**config.mk**
```make
export PLATFORM = sky130hd
export DESIGN_NAME = pipe_stall_ctrl
export DESIGN_NICKNAME = d
export VERILOG_FILES = /design/src/rtl/pipe_pkg.sv /design/src/rtl/pipe_reg.sv /design/src/rtl/pipe_stall_ctrl.sv
export SDC_FILE = /design/constraint.sdc
export NUM_CORES = 1
export LEC_CHECK = 0
export CAP_MARGIN = 10
export CORE_MARGIN = 5
export CORE_UTILIZATION = 42
export DETAILED_ROUTE_END_ITERATION = 10
export PLACE_DENSITY = 0.86
export SLEW_MARGIN = 0
export SYNTH_ARGS = -nofsm -noshare
export SYNTH_HDL_FRONTEND = slang
export SYNTH_SLANG_ARGS = --single-unit
```
**constraint.sdc**
```tcl
create_clock -name clk -period 4.9 [get_ports clk]
set_input_delay 0.98 -clock clk [delete_from_list [all_inputs] [get_ports clk]]
set_output_delay 0.98 -clock clk [all_outputs]
set_load 0.005 [all_outputs]
```
**src/rtl/pipe_pkg.sv**
```systemverilog
// Shared definitions for the front-end pipeline stall/flush controller:
// the status-state encoding and the constants loaded on reset and flush.
package pipe_pkg;

  // Last action taken by the controller, visible on the state output.
  typedef enum logic [1:0] {
    RUN   = 2'd0,
    STALL = 2'd1,
    FLUSH = 2'd2
  } pipe_state_t;

  // addi x0, x0, 0 -- the canonical RISC-V NOP parked in a squashed ID slot.
  localparam logic [31:0] NOP = 32'h0000_0013;

  // Every bit of a squashed ID/EX control bundle takes this value.
  localparam logic CTRL_RST_BIT = 1'b0;

endpackage

```
**src/rtl/pipe_reg.sv**
```systemverilog
// Generic pipeline register: async reset value, synchronous clear
// (wins over load) and load enable. Holds when neither clear nor load.
module pipe_reg #(
  parameter int             W       = 32,
  parameter logic [W-1:0]   RST_VAL = '0,
  parameter logic [W-1:0]   CLR_VAL = '0
) (
  input  logic         clk,
  input  logic         rst,
  input  logic         en,
  input  logic         clr,
  input  logic [W-1:0] d,
  output logic [W-1:0] q
);

  // Clear has priority so a squash cannot be undone by a concurrent load.
  always_ff @(posedge clk or posedge rst) begin
    if (rst)      q <= RST_VAL;
    else if (clr) q <= CLR_VAL;
    else if (en)  q <= d;
  end

endmodule

```
**src/rtl/pipe_stall_ctrl.sv**
```systemverilog
// Front-end pipeline state owner for the 5-stage core: PC, IF/ID and the
// ID/EX control register. Applies hold, bubble and flush actions from the
// hazard unit and the EX-stage branch redirect, and reports the last action.
// Optional feature macro: STALL_CNT_EN adds a saturating bubble counter.
//
// Valid semantics: valid_id/valid_ex qualify the contents of their slot
// (1 = real instruction). There is no ready/backpressure; holding is driven
// entirely by pc_write/if_id_write, and squashing by bubble/branch_taken.
module pipe_stall_ctrl
  import pipe_pkg::*;
#(
  parameter int               XLEN     = 32,
  parameter logic [XLEN-1:0]  RESET_PC = 32'h0000_0000,
  parameter int               CTRL_W   = 8
) (
  input  logic              clk,
  input  logic              reset,
  input  logic              pc_write,
  input  logic              if_id_write,
  input  logic              bubble,
  input  logic              branch_taken,
  input  logic [XLEN-1:0]   branch_target,
  input  logic [31:0]       instr_if,
  input  logic [CTRL_W-1:0] ctrl_id,
  output logic [XLEN-1:0]   pc,
  output logic [XLEN-1:0]   pc_id,
  output logic [31:0]       instr_id,
  output logic              valid_id,
  output logic [CTRL_W-1:0] ctrl_ex,
  output logic              valid_ex,
  output logic [1:0]        state,
  output logic [31:0]       stall_cnt
);

  localparam logic [CTRL_W:0] ID_EX_ZERO = {{CTRL_W{CTRL_RST_BIT}}, 1'b0};
  localparam logic [32:0]     IF_ID_SQ   = {NOP, 1'b0};

  logic [32:0]     if_id_q;
  logic [CTRL_W:0] id_ex_q;
  pipe_state_t     state_q;
  pipe_state_t     state_next;

  // PC: redirect on flush, otherwise advance by 4 (wrapping) when enabled.
  always_ff @(posedge clk or posedge reset) begin
    if (reset)             pc <= RESET_PC;
    else if (branch_taken) pc <= branch_target;
    else if (pc_write)     pc <= pc + XLEN'(4);
  end

  // IF/ID instruction + valid: squashed to NOP/invalid on flush.
  pipe_reg #(
    .W       (33),
    .RST_VAL (IF_ID_SQ),
    .CLR_VAL (IF_ID_SQ)
  ) u_if_id (
    .clk (clk),
    .rst (reset),
    .en  (if_id_write),
    .clr (branch_taken),
    .d   ({instr_if, 1'b1}),
    .q   (if_id_q)
  );

  // IF/ID PC: holds across a flush, loads only on a normal enabled cycle.
  pipe_reg #(
    .W       (XLEN),
    .RST_VAL ('0),
    .CLR_VAL ('0)
  ) u_pc_id (
    .clk (clk),
    .rst (reset),
    .en  (if_id_write & ~branch_taken),
    .clr (1'b0),
    .d   (pc),
    .q   (pc_id)
  );

  // ID/EX control + valid: zeroed on flush or bubble, else follows ID.
  pipe_reg #(
    .W       (CTRL_W + 1),
    .RST_VAL (ID_EX_ZERO),
    .CLR_VAL (ID_EX_ZERO)
  ) u_id_ex (
    .clk (clk),
    .rst (reset),
    .en  (1'b1),
    .clr (branch_taken | bubble),
    .d   ({ctrl_id, valid_id}),
    .q   (id_ex_q)
  );

  assign instr_id = if_id_q[32:1];
  assign valid_id = if_id_q[0];
  assign ctrl_ex  = id_ex_q[CTRL_W:1];
  assign valid_ex = id_ex_q[0];

  // Classify this cycle's action; flush outranks any stall request.
  always_comb begin
    state_next = RUN;
    if (branch_taken)
      state_next = FLUSH;
    else if (bubble || !pc_write || !if_id_write)
      state_next = STALL;
  end

  // Status register recording the action applied on the last edge.
  always_ff @(posedge clk or posedge reset) begin
    if (reset) state_q <= RUN;
    else       state_q <= state_next;
  end

  assign state = state_q;

`ifdef STALL_CNT_EN
  logic [31:0] stall_cnt_q;

  // Count bubbles that actually land (a flush in the same cycle does not).
  always_ff @(posedge clk or posedge reset) begin
    if (reset)
      stall_cnt_q <= '0;
    else if (bubble && !branch_taken && (stall_cnt_q != 32'hFFFF_FFFF))
      stall_cnt_q <= stall_cnt_q + 32'd1;
  end

  assign stall_cnt = stall_cnt_q;
`else
  assign stall_cnt = 32'd0;
`endif

endmodule

```
==> flow_metrics.py, run 1 <==
metrics = {
    "outcome": {
        "status": "completed",
    },
    "die": {
        "ios": 218,
        "initial_core_util": 0.4313,
        "die_area_um2": 14050,
        "core_um2": 11470,
        "core.rowCount": 39,
        "die_x_um": 118.5,
        "die_h_um": 118.5,
    },
    "cells_and_area": {
        "antenna_cells": 0,
        "final_layout_size_suffix_gt1_frac": 0.1077,
        "final_nets": 687,
        "area_growth_pct": 43.76,
    },
    "sta": {
        "timing.hold.ws_ps": 505.8,
        "fin_crit_sh": 0.5891,
        "worstMarginPinSlew_ps": 1007,
        "period_needed_ps": 2887,
        "slew_violations": 0,
        "setup_viol": 0,
        "fmax_ghz": 0.3464,
        "rsz0062_at_grt": "false",
        "clock_skew_ps": 3.009,
        "relSlewSlack": 0.3283,
        "hold_violations": 0,
        "setup_tns_ps": 0,
    },
    "synthesis": {
        "synth_edf_count": 0,
        "synth_common_cells": "dfrtp_1, nor2_1, buf_4",
        "ys_warn_count": 0,
        "async_flop_share": 1.000,
        "synth_top_cell_area_share": 0.5312,
        "synth.avg_cell_area_um2": 11.34,
        "postSynthCellCount": 436,
        "yosysSeqAreaShare": 0.5472,
        "synth_top_cell_by_area": "dfrtp_1",
        "synth_area_leaders": "dfrtp_1, mux2_2, mux2i_1",
        "ys.flop_type": "dfrtp_1",
        "yosysMostFrequentCell": "dfrtp_1",
        "syn-cell-area_um2": 4946,
        "ys_types": 40,
        "synth_seq_cells": 108,
    },
    "power_and_ir_drop": {
        "power_density_nw_per_um2": 335.5,
        "p_leak_nw": 3.047,
        "ir_drop_mv": 0.2490,
    },
    "global_routing": {
        "grt_pass1_wl_mm": 20.88,
        "grt_max_degree": 83,
        "grt_usage": 0.1794,
        "grt-ovfl-total": 0,
        "antenna_found_initial": 0,
        "grt_pass1_vias": 4103,
    },
    "cts": {
        "clock-sinks": 108,
        "cts-resized-gates": 0,
        "numCtsBuffers": 9,
        "postCtsHoldBufs": 0,
        "cts_root_buffer": "clkbuf_16",
        "tritoncts": "done",
        "htree_levels": 3,
        "path_clk_slew_ps": 70,
        "clockBufferDepth": 2,
        "insertion_delay_ps": 340,
        "post-cts-setup-buffer-count": 0,
    },
    "critical_path": {
        "worst-setup-path-type": "in2reg",
        "cp-end-kind": "register",
        "cp.required_ps": 5160,
        "critPathArrivalTime_ps": 3150,
        "cp_slowest_cell": "clkdlybuf4s50_1",
        "cp_cell_sequence": "clkdlybuf4s50_1 > and4_1 > nand2_1 > or4_1 > a31oi_1",
        "cpPeakStageDelay_ps": 690,
        "critPathMaxFanout": 10,
        "cp-start-kind": "input port",
    },
    "routing": {
        "wirelength_mm": 12.74,
        "drt_iter0_markers": 192,
        "route.vias.total": 3882,
        "ant_nets": 0,
        "drc_errors": 0,
        "wl_per_cell_um": 16.85,
        "routed_via_density": 5.135,
        "drt-pass1-iter-count": 4,
    },
    "flow_run": {
        "max-cap-violations": 0,
    },
    "placement": {
        "port_buffers": 185,
        "gp_congestion": 0.7626,
        "hpwlAfterDp_mm": 9.382,
    },
    "hold_path": {
        "worstHoldPathType": "reg2reg",
    },
}
==> cells in the final DEF, fill, tap and decap left out, types with 2 or more instances in the layout <==
| master | count |
|---|---|
| xnor2_1 | 6 |
| nand3_1 | 8 |
| inv_1 | 5 |
| nand4_1 | 8 |
| and3_1 | 2 |
| nor3_1 | 4 |
| clkbuf_16 | 9 |
| nand4_2 | 3 |
| nand2_1 | 31 |
| mux2_2 | 34 |
| nor2_1 | 46 |
| and2_1 | 12 |
| a31oi_1 | 12 |
| mux2i_1 | 33 |
| xor2_1 | 7 |
| bufinv_16 | 4 |
| dfstp_2 | 3 |
| buf_4 | 3 |
| o211ai_1 | 3 |
| clkdlybuf4s50_1 | 183 |
| and4_1 | 3 |
| conb_1 | 32 |
| dfrtp_1 | 105 |
| o21ai_0 | 15 |
| or4_1 | 13 |
| buf_2 | 2 |
| o31ai_1 | 10 |
==> cells by family after synthesis <==
logic type | Yosys count | synth area share
AOI/OAI and AO/OA | 44 | 0.05742
xor gates and xnor gates | 13 | 0.02302
adders and majority gates | 1 | 0.002529
buffers and inverters | 64 | 0.07943
DFF | 108 | 0.5472
muxes | 67 | 0.1442
other | 1 | 0.0007582
and+or+nand+nor | 138 | 0.1455
==> sequential cells by signal, indices dropped and copies added, names as in the netlist <==
signal / flops
pc: 32
state: 2
u_id_ex.q: 9
u_if_id.q: 33
u_pc_id.q: 32
==> critical path: cells and delay by family <==
family / cells / cell delay [ps]
AO/OA/AOI/OAI: 1 / 170
AND/OR/NAND/NOR: 3 / 1300
buffers and inverters: 1 / 690
==> metrics by stage <==
stage / total power, mW / util / worst slack (ps) / cell area (um2) / cells
after floorplan: 1.254 / - / 1079 / 5062 / 467
after global placement: 1.523 / 0.5882 / 1739 / 6745 / 740
after detailed placement: 1.540 / 0.5882 / 1704 / 6745 / 740
after CTS: 2.419 / 0.6201 / 2064 / 7111 / 756
after global routing: 2.503 / 0.6201 / 1911 / 7111 / 756
final: 2.386 / 0.6201 / 2013 / 7111 / 756
==> final cells by class <==
class	instances	area, um2
fill	907	4357
clock inverter	6	136.4
sequential	108	2706
multi-input combinational	295	1971
tap	143	178.9
clock buffer	10	229.0
inverter	6	25.02
timing repair buffer	188	1864
==> report_power, final <==
group	switching, mW	internal (mW)	leakage [nW]
logic	0.162	0.293	1.55
registers	0.0783	0.986	1.33
clock network	0.315	0.552	0.173
==> per-layer routing <==
layer,global-route usage,part of all wire
met1,0.2171,0.41
met2,0.3031,0.50
met3,0.06113,0.077
met5,0,0
met4,0.05457,0.018
==> path summary, 6_finish.rpt <==
| kind | cells past startpoint | endpoint | from | slack [ps] |
|---|---|---|---|---|
| setup / recovery | 5 | pc[28] | pc_write | 2010 |
| hold / removal | 1 | u_pc_id.q[23] | u_pc_id.q[23] | 510 |
| setup reg to reg | 4 | pc[27] | pc[4] | 2740 |
| hold reg to reg | 1 | u_pc_id.q[23] | u_pc_id.q[23] | 510 |
| max in group asynchronous | 3 | u_if_id.q[1] | reset | 2670 |
| min in group asynchronous | 2 | pc[0] | reset | 1230 |
(Power assumes the default switching activity.)
==> run 2: changes to the inputs <==
==> constraint.sdc (replaced) <==
create_clock -name clk -period 3 [get_ports clk]
set_input_delay 0.6 -clock clk [delete_from_list [all_inputs] [get_ports clk]]
set_output_delay 0.6 -clock clk [all_outputs]
set_load 0.005 [all_outputs]
==> run 2 against run 1 <==
  * Count of clock-buffer cells in the layout increased by 1
  * Critical path type unchanged
  * Non-clock buffer count increased by 5
  * Largest power group unchanged
  * Highest routed layer unchanged
  * Combinational power grew 65%
  * Total power increased by 55%
  * Final cell count rose by 0.66%
==> flow_metrics.py, run 2 (synthesis gave the netlist of run 1 again) <==
metrics = {
    "critical_path": {
        "cp_slowest_cell": "or4_1",
        "cp_cell_sequence": "clkdlybuf4s50_1 > and4_1 > nand2_1 > or4_1 > a31oi_1",
        "critPathMaxFanout": 10,
        "cp-start-kind": "input port",
        "cp.required_ps": 3270,
        "critPathArrivalTime_ps": 2570,
        "cp-end-kind": "register",
        "worst-setup-path-type": "in2reg",
        "cpPeakStageDelay_ps": 570,
        "regToRegSetupSlack_ps": 860,
    },
    "sta": {
        "timing.hold.ws_ps": 510.7,
        "hold_violations": 0,
        "worstMarginPinSlew_ps": 568.3,
        "fin_crit_sh": 0.7665,
        "relSlewSlack": 0.6211,
        "period_needed_ps": 2299,
        "setup_tns_ps": 0,
        "setup_viol": 0,
        "clock_skew_ps": 7.971,
        "slew_violations": 0,
        "rsz0062_at_grt": "false",
        "fmax_ghz": 0.4349,
    },
    "cts": {
        "clockBufferDepth": 2,
        "tritoncts": "done",
        "clock-sinks": 108,
        "cts_root_buffer": "clkbuf_16",
        "insertion_delay_ps": 350,
        "htree_levels": 3,
        "postCtsHoldBufs": 0,
        "cts-resized-gates": 0,
        "post-cts-setup-buffer-count": 0,
        "numCtsBuffers": 9,
        "path_clk_slew_ps": 70,
    },
    "routing": {
        "route.vias.total": 3885,
        "drt_iter0_markers": 166,
        "drc_errors": 0,
        "ant_nets": 0,
        "routed_via_density": 5.105,
        "drt-pass1-iter-count": 5,
        "wl_per_cell_um": 17.37,
        "wirelength_mm": 13.22,
    },
    "global_routing": {
        "grt_pass1_wl_mm": 21.40,
        "grt_usage": 0.1873,
        "grt-ovfl-total": 0,
        "antenna_found_initial": 0,
        "grt_max_degree": 66,
        "grt_pass1_vias": 4104,
    },
    "power_and_ir_drop": {
        "switching_power_mw": 0.9334,
        "share_comb_of_total_power": 0.203,
        "p_int_mw": 2.767,
        "power_density_nw_per_um2": 521.1,
        "clockPowerShare": 0.327,
        "swShare": 0.2522,
        "sequentialPowerShare": 0.469,
        "ir_drop_mv": 0.3576,
        "p_leak_nw": 3.037,
    },
    "cells_and_area": {
        "final_util": 0.6192,
        "final-seq-area_um2": 2706,
        "regMostFlops": "u_if_id.q",
        "final_nets": 692,
        "final_cell_mix": "clkdlybuf4s50_1, dfrtp_1, nor2_1",
        "largest_registers": "u_if_id.q x33, pc x32, u_pc_id.q x32",
        "final_layout_size_suffix_gt1_frac": 0.1149,
        "largest_reg_flops": 33,
        "nFillCells": 920,
        "final_cells": 761,
        "layout_commonest_cell": "clkdlybuf4s50_1",
        "antenna_cells": 0,
        "multi_input_area_um2": 1971,
        "area_growth_pct": 43.56,
    },
    "die": {
        "die_area_um2": 14050,
        "die_h_um": 118.5,
        "initial_core_util": 0.4313,
        "core.rowCount": 39,
        "core_um2": 11470,
        "die_x_um": 118.5,
        "ios": 218,
    },
    "placement": {
        "port_buffers": 185,
        "gp_congestion": 0.7456,
        "hpwlAfterDp_mm": 9.604,
        "placed_cells": 745,
    },
    "flow_run": {
        "max-cap-violations": 0,
    },
    "outcome": {
        "status": "completed",
    },
    "hold_path": {
        "worstHoldPathType": "reg2reg",
    },
}
[run 2: changes by cell type in the layout (fill, tap and decap cells not counted)]
| cell | before | now |
|---|---|---|
| buf_4 | 3 | 7 |
| bufinv_16 | 4 | 1 |
| clkinvlp_4 | 1 | 4 |
| buf_12 | 0 | 1 |
| clkbuf_8 | 0 | 1 |
| inv_4 | 1 | 0 |
[run 2: metal layers]
layer | track usage | routed length, um | vias to the layer above
met3 | 0.06017 | 1008 | 21
met4 | 0.06945 | 235 | 0
li1 | - | - | 1811
met2 | 0.3119 | 6659 | 156
met1 | 0.2274 | 5317 | 1897
met5 | 0 | 0 | -
[run 2: final timing paths]
check	startpoint	to	depth (start not counted)
worst max-delay path	pc_write	pc[28]	5
worst min-delay path	u_pc_id.q[6]	u_pc_id.q[6]	1
worst max register to register	pc[2]	pc[28]	5
worst min register to register	u_pc_id.q[6]	u_pc_id.q[6]	1
max in group asynchronous	reset	u_if_id.q[2]	3
min in group asynchronous	reset	u_pc_id.q[1]	3
[run 2: final cells by class]
class / count / area share
clock inverters: 5 / 0.008634
well taps: 143 / 0.02520
flip-flops and latches: 108 / 0.3811
repair buffers: 193 / 0.2696
inverters: 6 / 0.003700
multi-input cells: 295 / 0.2775
clock buffers: 11 / 0.03419
[run 2: power groups by stage]
stage          Combinational, mW  Clock (mW)  Sequential, mW
2_1_floorplan              0.296           0            1.75
3_3_place_gp               0.741           0            1.75
3_5_place_dp               0.758           0            1.76
4_1_cts                    0.764        1.24            1.74
5_1_grt                    0.821        1.30            1.76
6_report                   0.752        1.21            1.74
[run 2: through the flow]
stage | power (mW) | area (um2) | setup WS, ps
global route | 3.882 | 7101 | 604.9
floorplan | 2.049 | 5066 | 1011
detailed placement | 2.522 | 6797 | 392.8
global placement | 2.494 | 6797 | 471.2
CTS | 3.743 | 7101 | 727.1
finish | 3.700 | 7101 | 700.6
[run 2: worst max-delay path: cells and delay by family]
kind	cells	cell delay, ps
AND/OR/NAND/NOR	3	1290
buffers and inverters	1	490
AO/OA/AOI/OAI	1	190
